===== config.mk =====
export PLATFORM = sky130hd
export DESIGN_NAME = note_sequencer
export DESIGN_NICKNAME = d
export VERILOG_FILES = /design/src/rtl/note_sequencer.sv
export SDC_FILE = /design/constraint.sdc
export NUM_CORES = 1
export LEC_CHECK = 0
export ABC_CLOCK_PERIOD_IN_PS = 3600
export BUFFER_PORTS_ARGS = -buffer_cell sky130_fd_sc_hd__buf_2
export CAP_MARGIN = 10
export CORE_UTILIZATION = 55
export DETAILED_ROUTE_END_ITERATION = 6
export PLACE_DENSITY_LB_ADDON = 0.05
export SLEW_MARGIN = 20
export SYNTH_ARGS = -nofsm -noshare
export SYNTH_HDL_FRONTEND = slang
export SYNTH_SLANG_ARGS = --single-unit

===== constraint.sdc =====
create_clock -name CLK -period 3.6 [get_ports CLK]
set_clock_uncertainty 0.15 [all_clocks]
set_input_delay 0.36 -clock CLK [delete_from_list [all_inputs] [get_ports CLK]]
set_output_delay 0.36 -clock CLK [all_outputs]
set_load 0.02 [all_outputs]

===== src/rtl/note_sequencer.sv =====
// note_sequencer: fetches 16-bit music instructions from asynchronous SRAM and
// drives CHANNELS independent square-wave voices plus one OR-mixed speaker line.
// Instructions: NOTE (load a voice), WAIT (play for N beats, with a muted gap at
// the end), JUMP (looping) and END (silence everything and halt until reset).
// Optional build macro: TEMPO_PORT_EN adds a BEAT_CYCLES input that sets the
// beat length of each WAIT instead of the CLK_HZ/BPM derived constant.
module note_sequencer #(
   parameter int CLK_HZ     = 50000000,
   parameter int BPM        = 96,
   parameter int CHANNELS   = 4,
   parameter int GAP_CYCLES = 5000000,
   parameter int ADDR_W     = 18
) (
   input  logic                CLK,
   input  logic                RST_N,
`ifdef TEMPO_PORT_EN
   input  logic [31:0]         BEAT_CYCLES,
`endif
   output logic [ADDR_W-1:0]   SRAM_A,
   input  logic [15:0]         SRAM_D,
   output logic                SRAM_WE,
   output logic                SRAM_CE,
   output logic                SRAM_OE,
   output logic                SRAM_LB,
   output logic                SRAM_UB,
   output logic [CHANNELS-1:0] SPEAKER_CH,
   output logic                SPEAKER,
   output logic                DONE,
   output logic [ADDR_W-1:0]   PC_DBG
);

   // Wide intermediates keep CLK_HZ*60 and CLK_HZ*1000 from overflowing 32 bits.
   localparam logic [63:0] CLK_MILLI       = 64'(CLK_HZ) * 64'd1000;
   localparam logic [31:0] CYCLES_PER_BEAT = 32'(64'(CLK_HZ) * 64'd60 / 64'(BPM));
   localparam logic [31:0] GAP_LEN         = 32'(GAP_CYCLES);

   localparam logic [1:0] OP_NOTE = 2'b00;
   localparam logic [1:0] OP_WAIT = 2'b01;
   localparam logic [1:0] OP_JUMP = 2'b10;
   localparam logic [1:0] OP_END  = 2'b11;

   typedef enum logic [2:0] {
      F_ADDR  = 3'd0,
      F_WAIT  = 3'd1,
      F_LATCH = 3'd2,
      PLAY    = 3'd3,
      HALT    = 3'd4
   } state_t;

   // Octave-0 period (C4..B4) in clock cycles; all operands are constants so
   // each entry folds to a literal.
   function automatic logic [31:0] base_period(input logic [3:0] n);
      case (n)
         4'd0:    base_period = 32'(CLK_MILLI / 64'd261626);
         4'd1:    base_period = 32'(CLK_MILLI / 64'd277183);
         4'd2:    base_period = 32'(CLK_MILLI / 64'd293665);
         4'd3:    base_period = 32'(CLK_MILLI / 64'd311127);
         4'd4:    base_period = 32'(CLK_MILLI / 64'd329628);
         4'd5:    base_period = 32'(CLK_MILLI / 64'd349228);
         4'd6:    base_period = 32'(CLK_MILLI / 64'd369994);
         4'd7:    base_period = 32'(CLK_MILLI / 64'd391995);
         4'd8:    base_period = 32'(CLK_MILLI / 64'd415305);
         4'd9:    base_period = 32'(CLK_MILLI / 64'd440000);
         4'd10:   base_period = 32'(CLK_MILLI / 64'd466164);
         4'd11:   base_period = 32'(CLK_MILLI / 64'd493883);
         default: base_period = 32'd0;
      endcase
   endfunction

   state_t              state_q, state_d;
   logic [ADDR_W-1:0]   pc_q, pc_d;
   logic [ADDR_W-1:0]   sram_a_q, sram_a_d;
   logic                done_q, done_d;
   logic [31:0]         beat_cnt_q, beat_cnt_d;
   logic [31:0]         play_last_q, play_last_d;
   logic [31:0]         mute_start_q, mute_start_d;
   logic [CHANNELS-1:0] active_q, active_d;
   logic [31:0]         period_q [CHANNELS];
   logic [31:0]         period_d [CHANNELS];
   logic [31:0]         cnt_q [CHANNELS];
   logic [31:0]         cnt_d [CHANNELS];
   logic [CHANNELS-1:0] spk_q, spk_d;
   logic                speaker_q, speaker_d;

   logic [1:0]          op_s;
   logic [1:0]          ch_s;
   logic [1:0]          oct_s;
   logic [3:0]          note_s;
   logic [7:0]          beats_s;
   logic [31:0]         beat_len_s;
   logic [31:0]         play_len_s;
   logic [ADDR_W-1:0]   jump_target_s;
   logic                note_on_s;
   logic [31:0]         note_period_s;
   logic                note_latch_s;
   logic                silence_all_s;
   logic                mute_s;
   logic [CHANNELS-1:0] load_s;

   // Field extraction and derived values for the instruction on SRAM_D.
   always_comb begin
      op_s          = SRAM_D[15:14];
      ch_s          = SRAM_D[13:12];
      oct_s         = SRAM_D[5:4];
      note_s        = SRAM_D[3:0];
      beats_s       = (SRAM_D[7:0] == 8'd0) ? 8'd1 : SRAM_D[7:0];
`ifdef TEMPO_PORT_EN
      beat_len_s    = (BEAT_CYCLES == 32'd0) ? 32'd1 : BEAT_CYCLES;
`else
      beat_len_s    = CYCLES_PER_BEAT;
`endif
      play_len_s    = {24'd0, beats_s} * beat_len_s;
      jump_target_s = ADDR_W'({{ADDR_W{1'b0}}, SRAM_D[13:0]});
      note_on_s     = (note_s < 4'd12);
      note_period_s = base_period(note_s) >> oct_s;
   end

   // Fetch/decode/play sequencer: next state, program counter and play timing.
   always_comb begin
      state_d       = state_q;
      pc_d          = pc_q;
      sram_a_d      = sram_a_q;
      done_d        = done_q;
      beat_cnt_d    = beat_cnt_q;
      play_last_d   = play_last_q;
      mute_start_d  = mute_start_q;
      note_latch_s  = 1'b0;
      silence_all_s = 1'b0;
      case (state_q)
         F_ADDR: begin
            sram_a_d = pc_q;
            state_d  = F_WAIT;
         end
         F_WAIT: begin
            state_d = F_LATCH;
         end
         F_LATCH: begin
            pc_d = pc_q + ADDR_W'(1);
            case (op_s)
               OP_NOTE: begin
                  note_latch_s = 1'b1;
                  state_d      = F_ADDR;
               end
               OP_WAIT: begin
                  beat_cnt_d   = 32'd0;
                  play_last_d  = play_len_s - 32'd1;
                  mute_start_d = (GAP_LEN >= play_len_s) ? 32'd0 : (play_len_s - GAP_LEN);
                  state_d      = PLAY;
               end
               OP_JUMP: begin
                  pc_d    = jump_target_s;
                  state_d = F_ADDR;
               end
               OP_END: begin
                  done_d        = 1'b1;
                  silence_all_s = 1'b1;
                  state_d       = HALT;
               end
               default: begin
                  state_d = F_ADDR;
               end
            endcase
         end
         PLAY: begin
            if (beat_cnt_q == play_last_q) begin
               beat_cnt_d = 32'd0;
               state_d    = F_ADDR;
            end else begin
               beat_cnt_d = beat_cnt_q + 32'd1;
            end
         end
         HALT: begin
            state_d = HALT;
         end
         default: begin
            state_d = F_ADDR;
         end
      endcase
   end

   // Gap mute: the tail of every WAIT period silences all voices.
   always_comb begin
      mute_s = (state_q == PLAY) && (beat_cnt_q >= mute_start_q);
   end

   // Voice loading, wave counters and per-voice square-wave levels.
   always_comb begin
      for (int c = 0; c < CHANNELS; c++) begin
         load_s[c]   = note_latch_s && (ch_s == 2'(c));
         active_d[c] = active_q[c];
         period_d[c] = period_q[c];
         if (load_s[c]) begin
            active_d[c] = note_on_s;
            period_d[c] = note_period_s;
            cnt_d[c]    = 32'd0;
         end else if (silence_all_s) begin
            active_d[c] = 1'b0;
            cnt_d[c]    = 32'd0;
         end else if (!active_q[c] || mute_s || (period_q[c] < 32'd2)) begin
            cnt_d[c] = 32'd0;
         end else if (cnt_q[c] == (period_q[c] - 32'd1)) begin
            cnt_d[c] = 32'd0;
         end else begin
            cnt_d[c] = cnt_q[c] + 32'd1;
         end
         spk_d[c] = active_q[c] && !mute_s && (cnt_q[c] < (period_q[c] >> 1));
      end
      speaker_d = |spk_d;
   end

   // State and datapath registers with asynchronous active-low reset.
   always_ff @(posedge CLK or negedge RST_N) begin
      if (!RST_N) begin
         state_q      <= F_ADDR;
         pc_q         <= {ADDR_W{1'b0}};
         sram_a_q     <= {ADDR_W{1'b0}};
         done_q       <= 1'b0;
         beat_cnt_q   <= 32'd0;
         play_last_q  <= 32'd0;
         mute_start_q <= 32'd0;
         active_q     <= {CHANNELS{1'b0}};
         spk_q        <= {CHANNELS{1'b0}};
         speaker_q    <= 1'b0;
         for (int c = 0; c < CHANNELS; c++) begin
            period_q[c] <= 32'd0;
            cnt_q[c]    <= 32'd0;
         end
      end else begin
         state_q      <= state_d;
         pc_q         <= pc_d;
         sram_a_q     <= sram_a_d;
         done_q       <= done_d;
         beat_cnt_q   <= beat_cnt_d;
         play_last_q  <= play_last_d;
         mute_start_q <= mute_start_d;
         active_q     <= active_d;
         spk_q        <= spk_d;
         speaker_q    <= speaker_d;
         for (int c = 0; c < CHANNELS; c++) begin
            period_q[c] <= period_d[c];
            cnt_q[c]    <= cnt_d[c];
         end
      end
   end

   assign SRAM_A     = sram_a_q;
   assign SRAM_WE    = 1'b1;
   assign SRAM_CE    = 1'b0;
   assign SRAM_OE    = 1'b0;
   assign SRAM_LB    = 1'b0;
   assign SRAM_UB    = 1'b0;
   assign SPEAKER_CH = spk_q;
   assign SPEAKER    = speaker_q;
   assign DONE       = done_q;
   assign PC_DBG     = pc_q;

endmodule


======== Word level (Yosys, flattened, before mapping) ========
Memories as Yosys holds them, arrays and structs flattened.
Index checks and enable logic that the tools add are counted.
W data, S select, Z words.
operators by class
  add/subtract/negate cells ............... 12
  order comparisons ....................... 11
  equal/unequal tests ..................... 17
  muxes and demuxes ....................... 34
  reductions and logical operators ........ 40
  multiply operators ...................... 1
  shift operators ......................... 1
operator list
  kind                      count
  $mux W32                  19
  $add A32 B1 Y32 const B   5
  $eq A32 B32 Y1            5
  $sub A32 B1 Y32 const B   5
  $lt A32 B2 Y1 const B     4
  $lt A32 B31 Y1            4
  $pmux W32 S2              1
  $ge A23 B32 Y1 const A    1
  $ge A32 B32 Y1            1
  $shr A32 B2 Y32           1
  $sub A32 B23 Y32 const B  1
  $mul A8 B21 Y28 const B   1
  $add A18 B1 Y18 const B   1
  $mux W18                  1
  $pmux W3 S5               1
  $logic_and A1 B1 Y1       13
  $reduce_bool A2 Y1        5
  $mux W1                   9
  $pmux W3 S3               1
  $eq A2 B2 Y1 const B      4
  $logic_not A8 Y1          1
  $logic_or A1 B1 Y1        8
  $mux W8                   1
  $eq A3 B2 Y1 const B      2
  other kinds (12)          21
storage, ports and cells
  memories ................................ 1
  output and inout port bits .............. 47
  bits in registers ....................... 401
  word-level logic and storage cells ...... 138
  bits of input ports ..................... 18
  ROM bits ................................ 288
memories
  name              depth  bits a word  rd ports  clocked after memory_dff  write ports  line  source
  (name not given)  16     18           1         0                         0            53    case (n)

======== Longest topological paths before layout ========
Gate-level depths: netlist (run 1).
  depth after elaboration ................. 7
  mapped depth ............................ 29
  mapped depth without buffers ............ 23

======== Least setup slack after synthesis (run 1) ========
Ideal clock, no wire load.
  kind .................................... input to register
  from .................................... in SRAM_D[3]
  to ...................................... reg mute_start_q[13]
  data required time ...................... 3317 ps
  stages .................................. 25
  slack ................................... -2879 ps
  buffers on the path ..................... 4
  library setup time ...................... 133 ps
  arrival time ............................ 6196 ps
  cells stage by stage .................... clkbuf_1 > inv_1 > clkbuf_1 > ha_1 > and4_1 > clkbuf_1 > nor2_1 > inv_1 > fa_1 > inv_1 > ha_1 > or2_2 > fa_1 > fa_1 > ha_1 > a21oi_1 > o21ai_0 > a211o_1 > mux2_4 > a22oi_2 > nor4b_4 > nand3_2 > o21ai_4 > buf_6 > o22ai_1
on the way
  longest elaborated chain between the ends .. 5
  elaborated cells between the ends (all ways) .. 6
  classes of those cells .................. 1 x add/sub; 1 x mul; 1 x order compare; 2 x mux; 1 x reduce/logical
ends and longest elaborated chain
  item                                                line  source
  start: declaration                                  20    input logic [15:0] SRAM_D,
  $logic_not A8 Y1                                    106   beats_s = (SRAM_D[7:0] == 8'd0) ? 8'd1 : SRAM_D[7:0];
  $mux W8 (*)                                         106
  $mul A8 B21 Y28 (*)                                 112   play_len_s = {24'd0, beats_s} * beat_len_s;
  $sub A32 B23 Y32 or $ge A23 B32 Y1 (tied branches)  147   mute_start_d = (GAP_LEN >= play_len_s) ? 32'd0 : (play_len_s - GAP_LEN);
  $mux W32 (*)                                        147
  end signal: assignment                              235   mute_start_q <= mute_start_d;
  end: declaration                                    76    logic [31:0] mute_start_q, mute_start_d;
Mark *: on every way between the ends. The rest lies on a longest branch, timed or not.
A chain may end at the register's enable or synchronous reset.

======== Final worst setup path (run 1) ========
  from .................................... in SRAM_D[6]
  to ...................................... reg mute_start_q[21]
The elaborated chain is that of the path after synthesis.

==> results.md, run 1 <==
- Hold path start: SRAM_D[13]
- Bufs and invs on worst path: 7
- Vias: 21900
- Min Hold Slack: 0.0949 ns
- Max_slew headroom: 36.1%
- Worst R2R End: cnt_q[37]$_DFF_PN0_
- Pin count of the biggest net entering global routing: 105
- Syn avg cell area: 8.63 um^2
- Gr ovfl total: 0
- Clock transition at path regs: 0.06 ns
- Top cell type's share of synthesized area: 34.1%
- Place WS: -2.52 ns
- Worst R2R Setup Slack: 0.21 ns
- Pre-antenna DRT Iters: 6
- Total track usage: 31.1%
- Clock Root Buffer: clkbuf_16
- Post-route setup slack: -1.53 ns
- Drt initial violations: 1517
- DRC errors left: 0
- Dominant cell by count in the synthesized netlist: nor2_1
- Port Buffers: 59
- Origin of the critical flop-to-flop path: period_q[33]$_DFFE_PN0P_
- Cts bufs inserted: 41
- Startpoint types: input pin
- Post-detail-place hpwl: 53800 um
- Hold WC Path Type: in2reg
- Status: finished with violations
- Slew Limit Fails: 0
- Core area: 44300 um^2
- Period Utilization, post-route: 143%
- FMAX: 0.195 GHz
- Clock Latency Late Sink: 0.56 ns
- Initial core utilization: 56.0%
- EDFF count, synth: 0
- Worst path depth: 25
- PD cells: 795 nW/um^2
- CTS tree: done
- Clock Path Buffers: 3
- Fillers: 3666
- CP arrival: 5.40 ns
- CP Capture Type: flip-flop
- H-tree level count: 2
- I/O pin count: 65
- Yosys cell types: 94
- Die area: 45900 um^2
- Register area share after synthesis: 34.1%
- Sink Count: 338
- Post-Syn Instances: 2873
- P_leak: 0.0136 uW
- Final wirelength: 71300 um
- Synthesis-to-finish area growth: 21.7%
- Crit Path Max Fanout: 7
- Final hold vios: 0
- Initial antenna violation count: 0
- Final nets: 3391
- Synth area leader: dfrtp_1
- Rows: 77
- Antenna Nets Post-Route: 0
- Synth area leaders: dfrtp_1, ha_1, xor2_1
- Die Height: 214 um
- Dominant synthesized flop cell: dfrtp_1
- Crit-path max cell delay: 0.57 ns
- Failing checks: negative setup slack
- Crit-path slowest cell: fa_1
- Cells on Worst Hold Path: 3
- R2R depth: 12
- Gpl congestion: 0.915
- Syn Std Cell Area: 24800 um^2
- RSZ-0062 raised after global routing: yes
- Ys async rst share: 100%
- Period minus WS final: 5.13 ns
- Max Cap Viol: 0
- Peak supply drop: 674 uV
- Wirelength per Cell: 18.9 um
- Worst-Margin Slew: 0.958 ns
- Final core occ: 68.1%
- Vias per inst: 5.80
- Setup CP Type: in2reg
- Die W: 214 um
- Number of global-route vias before repair: 22000
- Leading cell types by count after synthesis: nor2_1, dfrtp_1, nand2_1
- Synth Warn #: 0
- First-pass GRT wire length: 115000 um
- Worst EP required: 3.87 ns
- Endpoints failing setup: 48
- Delay-heaviest family, CP: adder cells
- Hold worst-path end: PC_DBG[13]$_DFFE_PN0P_
- Share of cells above drive strength 1: 19.8%
- Yosys reg bits: 338
[worst max path at each step]
stage	start	endpoint	slack (ns)
detailed placement	SRAM_D[6]	mute_start_q[28]$_DFFE_PN0P_	-2.52
finish	SRAM_D[6]	mute_start_q[21]$_DFFE_PN0P_	-1.53
CTS	SRAM_D[1]	mute_start_q[30]$_DFFE_PN0P_	-1.49
floorplan	SRAM_D[3]	mute_start_q[13]$_DFFE_PN0P_	-2.27
global placement	SRAM_D[6]	mute_start_q[28]$_DFFE_PN0P_	-2.36
global route	SRAM_D[6]	mute_start_q[21]$_DFFE_PN0P_	-1.66
[cell type report]
type | count | area (um^2) | area share [%]
Multi-Input combinational cell | 2205 | 16000 | 53.1
Tap cell | 592 | 741 | 2.45
Timing Repair Buffer | 353 | 2800 | 9.28
Clock buffer | 60 | 1240 | 4.10
Sequential cell | 338 | 8460 | 28.0
Clock inverter | 9 | 87.6 | 0.290
Inverter | 212 | 825 | 2.73
Antenna cell | 2 | 5.00 | 0.0166
[tightest hold or removal path, cell delays in order]
cell,delay (ns)
buf_2,0.21
a32oi_1,0.07
o21ai_0,0.14
[through the flow]
| stage | instances | power [uW] | TNS (ns) | cell area, um^2 |
|---|---|---|---|---|
| after floorplan | 2876 | 13300 | -93.61 | 25200 |
| after global placement | 3658 | 17900 | -105.30 | 27600 |
| after detailed placement | 3658 | 18100 | -109.98 | 27600 |
| after CTS | 3761 | 23300 | -62.24 | 29800 |
| after global routing | 3769 | 25500 | -69.85 | 30200 |
| final | 3771 | 24000 | -63.77 | 30200 |
[layer usage]
| metal | global-route usage [%] | up-vias | share of wire, % |
|---|---|---|---|
| met5 | 0 | - | 0 |
| met4 | 14.6 | 0 | 4.2 |
| met3 | 4.64 | 171 | 4.3 |
| met2 | 53.0 | 540 | 49 |
| met1 | 38.8 | 10700 | 42 |
| li1 | - | 10500 | - |
[timing repair]
| item | in CTS | in global routing |
|---|---|---|
| pin swaps | 58 | 53 |
| gates resized for setup | 125 | 73 |
| cloned | 0 | 0 |
| endpoints found under the setup margin | 49 | 81 |
| hold buffers | 5 | 0 |
| endpoints found under the hold margin | 97 | 0 |
| setup buffers | 30 | 8 |
[report_power, final]
part | internal, uW | total, uW | leakage [uW] | switching, uW
registers | 4690 | 5720 | 0.00443 | 1030
logic | 6610 | 14200 | 0.00856 | 7600
clock network | 2440 | 4070 | 0.000656 | 1620
[cells in the final DEF, fill, tap and decap left out, types with 9 or more instances in the layout]
| master | n |
|---|---|
| a21o_1 | 32 |
| a21oi_1 | 110 |
| a31oi_1 | 29 |
| and2_1 | 16 |
| and3_1 | 47 |
| and4_1 | 11 |
| buf_12 | 12 |
| buf_2 | 51 |
| buf_4 | 261 |
| buf_6 | 17 |
| clkbuf_16 | 42 |
| clkbuf_8 | 12 |
| dfrtp_1 | 338 |
| fa_1 | 44 |
| ha_1 | 152 |
| ha_4 | 19 |
| inv_1 | 195 |
| inv_2 | 9 |
| mux2_2 | 42 |
| mux2i_1 | 17 |
| nand2_1 | 243 |
| nand2b_1 | 21 |
| nand3_1 | 123 |
| nand3b_1 | 9 |
| nand4_1 | 57 |
| nor2_1 | 331 |
| nor2b_1 | 18 |
| nor3_1 | 47 |
| nor4_1 | 33 |
| o211ai_1 | 11 |
| o21ai_0 | 161 |
| o21ai_1 | 25 |
| o22ai_1 | 25 |
| o31ai_1 | 13 |
| or3_1 | 15 |
| or4_1 | 19 |
| xnor2_1 | 143 |
| xor2_1 | 158 |
[state kept, by name (all words and copies together) (netlist names), 3 cells and up]
name          cells
PC_DBG           18
SPEAKER_CH        4
SRAM_A           18
active_q          4
beat_cnt_q       32
cnt_q           128
mute_start_q     28
period_q         72
play_last_q      29
state_q           3
[cell families (layout without fill, tap and decap cells)]
group | after synthesis | count (layout) | share of synthesized area (%)
buffers and inverters | 333 | 634 | 5.26
and+or+nand+nor | 1072 | 1072 | 21.1
xor gates and xnor gates | 317 | 317 | 11.2
adders and majority gates | 223 | 223 | 12.7
AOI/OAI and AO/OA | 527 | 527 | 13.0
other | 2 | 7 | 0.0303
DFF | 338 | 338 | 34.1
muxes | 61 | 61 | 2.69
No activity file was read; power rests on OpenSTA's default activity.
==> run 2: changes to the inputs <==
- CORE_UTILIZATION: 55 -> 60
==> run 2 against run 1 <==
Cell area is 0.69% lower. Sequential power hardly changed. Maximum frequency is 1.2% lower. The flow still finishes with violations (negative setup slack). Sequential share of layout area is 0.20 points higher. Total power is 1.5% lower. Global-route usage is 3.5 points higher. Register-to-register slack hardly changed. First-iteration DRC count is 5.2% higher. Highest routed layer is now met5. Clock power is 4% higher.
==> results.md, run 2 (synthesized netlist as in run 1, its figures left out) <==
- Die W: 205 um (-4.2%)
- Bufs and invs on worst path: 7 (unchanged)
- Sink Count: 338 (unchanged)
- Synthesis-to-finish area growth: 20.8%
- Worst R2R Setup Slack: 0.21 ns (about the same)
- CTS tree: done
- Die area: 42200 um^2 (-8.3%)
- Drt initial violations: 1596 (+5.2%)
- FMAX: 0.193 GHz (-1.2%)
- Final core occ: 73.4% (+5.3 points)
- Crit Path Max Fanout: 19 (+12)
- Vias per inst: 5.97 (+2.9%)
- Crit-path slowest cell: fa_1
- Most frequent cells in the layout: dfrtp_1, nor2_1, buf_4
- Clock transition at path regs: 0.06 ns (about the same)
- Failing checks: negative setup slack
- Antenna Nets Post-Route: 0 (unchanged)
- P_leak: 0.0136 uW (-0.12%)
- Period minus WS final: 5.19 ns (+0.0601 ns)
- H-tree level count: 2 (unchanged)
- Clock Path Buffers: 3 (unchanged)
- Share of cells above drive strength 1: 19.0% (-0.72 points)
- Endpoints failing setup: 48 (unchanged)
- Fillers: 3088 (-16%)
- PD cells: 789 nW/um^2 (-0.76%)
- Max Cap Viol: 0 (unchanged)
- Final Cell Area: 30000 um^2 (-0.69%)
- Initial core utilization: 60.7% (+4.8 points)
- Post-placement cell area: 27500 um^2 (-0.52%)
- Most common cell after layout, fill and taps aside: dfrtp_1
- Gpl congestion: 0.917 (+0.23%)
- Delay-heaviest family, CP: adder cells
- Hold WC Path Type: in2reg
- Total power: 23600 uW (-1.5%)
- Number of global-route vias before repair: 22100 (+0.46%)
- Biggest regs: cnt_q: 128 flops, period_q: 72 flops, beat_cnt_q: 32 flops
- Ant. Diodes: 0 (-2)
- Post-route setup slack: -1.59 ns (-0.0601 ns)
- Final hold vios: 0 (unchanged)
- Rows: 74 (-3.9%)
- First-pass GRT wire length: 116000 um (+0.62%)
- Die Height: 205 um (-4.2%)
- CP Capture Type: flip-flop
- Clock Latency Late Sink: 0.57 ns (about the same)
- Core area: 40800 um^2 (-7.9%)
- Critical-path cell list: buf_8, inv_8, ha_4, nand4_1, nand2_2, buf_6, fa_2, inv_2, fa_1, fa_1, inv_1, fa_1, inv_2, ha_4, a21oi_1, nor2b_1, nor2_1, o21ai_0, or3_1, a21boi_2, nand3_2, o21ai_4, buf_12, o22ai_1
- Pin count of the biggest net entering global routing: 93 (-11%)
- Clock Root Buffer: clkbuf_16
- Final wirelength: 71100 um (-0.17%)
- Startpoint types: input pin
- Crit-path max cell delay: 0.55 ns (-0.02 ns)
- CP arrival: 5.47 ns (+0.07 ns)
- Final nets: 3377 (-0.41%)
- Max_slew headroom: 33.8% (-2.3 points)
- Cts bufs inserted: 40 (-2.4%)
- I/O pin count: 65 (unchanged)
- Most flop-heavy register: cnt_q
- Pre-antenna DRT Iters: 5 (-1)
- CP most frequent cell: fa_1
- Setup CP Type: in2reg
- Worst-Margin Slew: 0.993 ns (+0.0349 ns)
- FF+latch area: 8460 um^2 (unchanged)
- Vias: 22100 (+0.95%)
- Total track usage: 34.6% (+3.5 points)
- Worst EP required: 3.88 ns (about the same)
- Min Hold Slack: 0.102 ns (+0.00754 ns)
- RSZ-0062 raised after global routing: yes
- Wirelength per Cell: 19.2 um (+1.8%)
- Slew Limit Fails: 0 (unchanged)
- DRC errors left: 0 (unchanged)
- Max FFs per register: 128 (unchanged)
- Port Buffers: 59 (unchanged)
- Initial antenna violation count: 1 (+1)
- Gr ovfl total: 0 (unchanged)
- Place WS: -2.46 ns (+0.0671 ns)
- Peak supply drop: 1140 uV (+69%)
- Area of the multi-input gates: 15900 um^2 (-0.69%)
- Status: finished with violations
- Period Utilization, post-route: 144% (+1.7 points)
- Post-detail-place hpwl: 53100 um (-1.4%)
[run 2: layer usage]
metal	wire length, um	global-route usage (%)	vias to the layer above	part of all wire, %
met2	35100	59.8	634	49
met5	13	0	-	0.018
met1	29700	43.4	10800	42
li1	-	-	10500	-
met3	3230	4.51	182	4.5
met4	3020	14.8	2	4.2
[run 2: final timing paths]
kind                                          startpoint                      endpoint  cells after the start
worst max register to register  period_q[42]$_DFFE_PN0P_           cnt_q[60]$_DFF_PN0_                      9
max in group asynchronous                          RST_N           cnt_q[64]$_DFF_PN0_                      3
worst max-delay path                           SRAM_D[3]  mute_start_q[18]$_DFFE_PN0P_                     24
worst min-delay path                          SRAM_D[12]        PC_DBG[12]$_DFFE_PN0P_                      3
min in group asynchronous                          RST_N           cnt_q[31]$_DFF_PN0_                      2
worst min register to register     SRAM_A[0]$_DFFE_PN0P_         SRAM_A[0]$_DFFE_PN0P_                      1
[run 2: power breakdown]
| part | internal (uW) | switching, uW | total (uW) |
|---|---|---|---|
| sequential | 4690 | 1020 | 5710 |
| combinational | 6250 | 7440 | 13700 |
| clock | 2580 | 1660 | 4240 |
| total | 13500 | 10100 | 23600 |
[run 2: worst min-delay path: cells and delay by family]
family | cells | cell delay (ns)
compound gates | 2 | 0.25
buf+inv | 1 | 0.17
[run 2: layout make-up]
cell class / instances / share of cell area [%]
clock buffers: 55 / 3.94
well taps: 532 / 2.22
clock inverters: 16 / 0.664
multi-input cells: 2205 / 53.1
flip-flops and latches: 338 / 28.2
inverters: 212 / 2.75
repair buffers: 340 / 9.11
[run 2: through the flow]
stage	TNS (ns)	cells
global placement	-106.29	3589
global route	-72.26	3698
floorplan	-93.61	2876
CTS	-60.15	3689
finish	-65.42	3698
detailed placement	-110.40	3589
[run 2: repair_timing]
item | in CTS | in global routing
endpoints found under the hold margin | 87 | 0
setup endpoints to repair | 50 | 48
hold buffers | 5 | 0
pin swaps | 77 | 33
gates resized for setup | 148 | 38
cloned | 1 | 0
setup buffers | 23 | 10
==> run 3: changes to the inputs <==
- CELL_PAD_IN_SITES_DETAIL_PLACEMENT: unset -> 1
- CELL_PAD_IN_SITES_GLOBAL_PLACEMENT: unset -> 2
- CORE_UTILIZATION: 60 -> 40
==> run 3 against run 2 <==
Total power up 6.9%. Via count down 0.16%. The run still ends with negative setup slack left. Global-route usage down 8.1 points. Largest power group unchanged. Sequential power up 0.9%. Non-clock buffer count up 47. Register-to-register slack better by 0.02 ns. Combinational power up 9%. First-iteration DRC count down 42%. Setup slack better by 0.052 ns. Clock power up 7.1%. Largest cell class unchanged. Flip-flop and latch count unchanged.
==> results.md, run 3 (synthesized netlist as in run 1, its figures left out) <==
- Status: finished with violations
- Failing checks: negative setup slack
- Gr ovfl total: 0 (unchanged)
- Synthesis-to-finish area growth: 25.3%
- PD cells: 813 nW/um^2 (+3.1%)
- Delay-heaviest family, CP: adder cells
- Final hold vios: 0 (unchanged)
- Crit-path max cell delay: 0.56 ns (about the same)
- Reg power frac: 22.8% (-1.4 points)
- I/O pin count: 65 (unchanged)
- Biggest regs: cnt_q: 128 flops, period_q: 72 flops, beat_cnt_q: 32 flops
- Antenna Nets Post-Route: 0 (unchanged)
- Period Utilization, post-route: 143% (-1.4 points)
- Total track usage: 26.5% (-8.1 points)
- Final core occ: 51.1% (-22 points)
- Min Hold Slack: 0.0537 ns (-0.0487 ns)
- Clock Latency Late Sink: 0.59 ns (+0.02 ns)
- Peak supply drop: 543 uV (-52%)
- H-tree level count: 2 (unchanged)
- CTS tree: done
- Core area: 60800 um^2 (+49%)
- Max Cap Viol: 0 (unchanged)
- Worst R2R Setup Slack: 0.23 ns (+0.02 ns)
- Worst setup path endpoint: mute_start_q[22]$_DFFE_PN0P_
- Most frequent cells in the layout: dfrtp_1, nor2_1, buf_4
- Most flop-heavy register: cnt_q
- Rows: 90 (+22%)
- Worst-Margin Slew: 0.997 ns (+0.00452 ns)
- Share of cells above drive strength 1: 21.9% (+2.9 points)
- Sink Count: 338 (unchanged)
- RSZ-0062 raised after global routing: yes
- First-pass GRT wire length: 133000 um (+15%)
- Hold WC Path Type: in2reg
- R2R depth: 12 (+3)
- Die Height: 251 um (+22%)
- Final wirelength: 82600 um (+16%)
- Final nets: 3428 (+1.5%)
- Ant. Diodes: 0 (unchanged)
- Setup CP Type: in2reg
- Number of global-route vias before repair: 23900 (+8.0%)
- Max_slew headroom: 32.8% (-1.0 points)
- Initial core utilization: 40.8% (-20 points)
- Most common cell after layout, fill and taps aside: dfrtp_1
- Bufs and invs on worst path: 10 (+3)
- P_sw: 10900 uW (+7.7%)
- Vias: 22000 (-0.16%)
- CP arrival: 5.43 ns (-0.04 ns)
- Gpl congestion: 0.851 (-7.3%)
- Port Buffers: 59 (unchanged)
- Wirelength per Cell: 20.6 um (+7.3%)
- Initial antenna violation count: 0 (-1)
- Endpoints failing setup: 48 (unchanged)
- Worst setup path startpoint: SRAM_D[0]
- Clock Root Buffer: clkbuf_16
- Period minus WS final: 5.14 ns (-0.0515 ns)
- CP Capture Type: flip-flop
- Drt initial violations: 924 (-42%)
- Pin count of the biggest net entering global routing: 90 (-3.2%)
- Slew Limit Fails: 0 (unchanged)
- Crit-path slowest cell: fa_1
- Vias per inst: 5.50 (-7.8%)
- Worst path depth: 27 (+13%)
- P_leak: 0.0140 uW (+2.5%)
- Clock transition at path regs: 0.06 ns (about the same)
- Die W: 251 um (+22%)
- Fillers: 6996 (+130%)
- Worst R2R End: cnt_q[59]$_DFF_PN0_
- DRC errors left: 0 (unchanged)
- Die area: 63000 um^2 (+49%)
- Sw Share: 43.1% (+0.32 points)
- Pre-antenna DRT Iters: 5 (unchanged)
- Max FFs per register: 128 (unchanged)
- Crit Path Max Fanout: 5 (-14)
- Origin of the critical flop-to-flop path: period_q[33]$_DFFE_PN0P_
- Post-detail-place hpwl: 62600 um (+18%)
- Clock network fraction of design power: 18.0% (about the same)
- Gate power share: 59.2% (+1.3 points)
- Worst EP required: 3.90 ns (+0.02 ns)
- Clock Path Buffers: 3 (unchanged)
- Cts bufs inserted: 44 (+10%)
- Startpoint types: input pin
- Internal: 14400 uW (+6.3%)
- Post-route setup slack: -1.54 ns (+0.0515 ns)
- FMAX: 0.195 GHz (+1.0%)
==> run 3: worst register-to-register path, cell delays in order (launching register included) <==
cell,delay [ns]
dfrtp_1,0.41
inv_1,0.13
ha_1,0.24
nor2b_1,0.19
a31oi_1,0.10
or4_1,0.49
nor3_1,0.18
nand4_1,0.19
or4_1,0.45
nor3_2,0.16
a311o_1,0.28
buf_12,0.19
nor2_1,0.09
==> run 3: power by group through the flow <==
| stage | combinational [uW] | sequential, uW | clock, uW |
|---|---|---|---|
| 6_report | 15000 | 5760 | 4540 |
| 2_1_floorplan | 7680 | 5630 | 0 |
| 3_5_place_dp | 12700 | 5800 | 0 |
| 3_3_place_gp | 12400 | 5760 | 0 |
| 4_1_cts | 14300 | 5750 | 4670 |
| 5_1_grt | 16300 | 5880 | 4800 |
==> run 3: layout make-up <==
| class | instances | area, um^2 | share of cell area (%) |
|---|---|---|---|
| Clock buffer | 66 | 1320 | 4.24 |
| Clock inverter | 13 | 158 | 0.507 |
| Inverter | 212 | 828 | 2.67 |
| Multi-Input combinational cell | 2205 | 16200 | 52.3 |
| Sequential cell | 338 | 8460 | 27.2 |
| Tap cell | 782 | 978 | 3.15 |
| Timing Repair Buffer | 387 | 3090 | 9.93 |
==> run 3: metrics by stage <==
stage / instance area, um^2 / worst slack [ns] / cells / power (uW) / TNS [ns]
global route: 31100 / -1.69 / 4003 / 27000 / -71.94
global placement: 28000 / -2.51 / 3875 / 18100 / -109.89
CTS: 30700 / -1.46 / 3992 / 24700 / -60.06
detailed placement: 28000 / -2.66 / 3875 / 18500 / -118.20
finish: 31100 / -1.54 / 4003 / 25300 / -64.62
floorplan: 25200 / -2.27 / 2876 / 13300 / -93.61
==> run 3: layer usage <==
layer / up-vias / track usage (%) / wire length, um
met5: - / 0 / 0
met4: 0 / 8.75 / 2870
met3: 151 / 3.03 / 2300
met2: 272 / 46.9 / 41800
met1: 11100 / 33.4 / 35600
li1: 10500 / - / -
==> run 3: what timing repair did <==
action                                  in CTS  in global routing
pin swaps                                   63                 55
buffers inserted                            31                 13
gates resized for setup                    201                 60
endpoints found under the hold margin       87                  0
hold buffers                                 5                  0
gates cloned                                 2                  1
endpoints found under the setup margin      49                 74
==> run 3: how the worst min path moves through the flow <==
stage,startpoint,depth (start not counted),endpoint
after floorplan,RST_N,0,DONE$_DFFE_PN0P_
final,SRAM_D[13],3,PC_DBG[13]$_DFFE_PN0P_
after CTS,SRAM_D[13],3,PC_DBG[13]$_DFFE_PN0P_
after global routing,SRAM_D[13],3,PC_DBG[13]$_DFFE_PN0P_
after global placement,RST_N,1,cnt_q[6]$_DFF_PN0_
after detailed placement,RST_N,1,cnt_q[6]$_DFF_PN0_
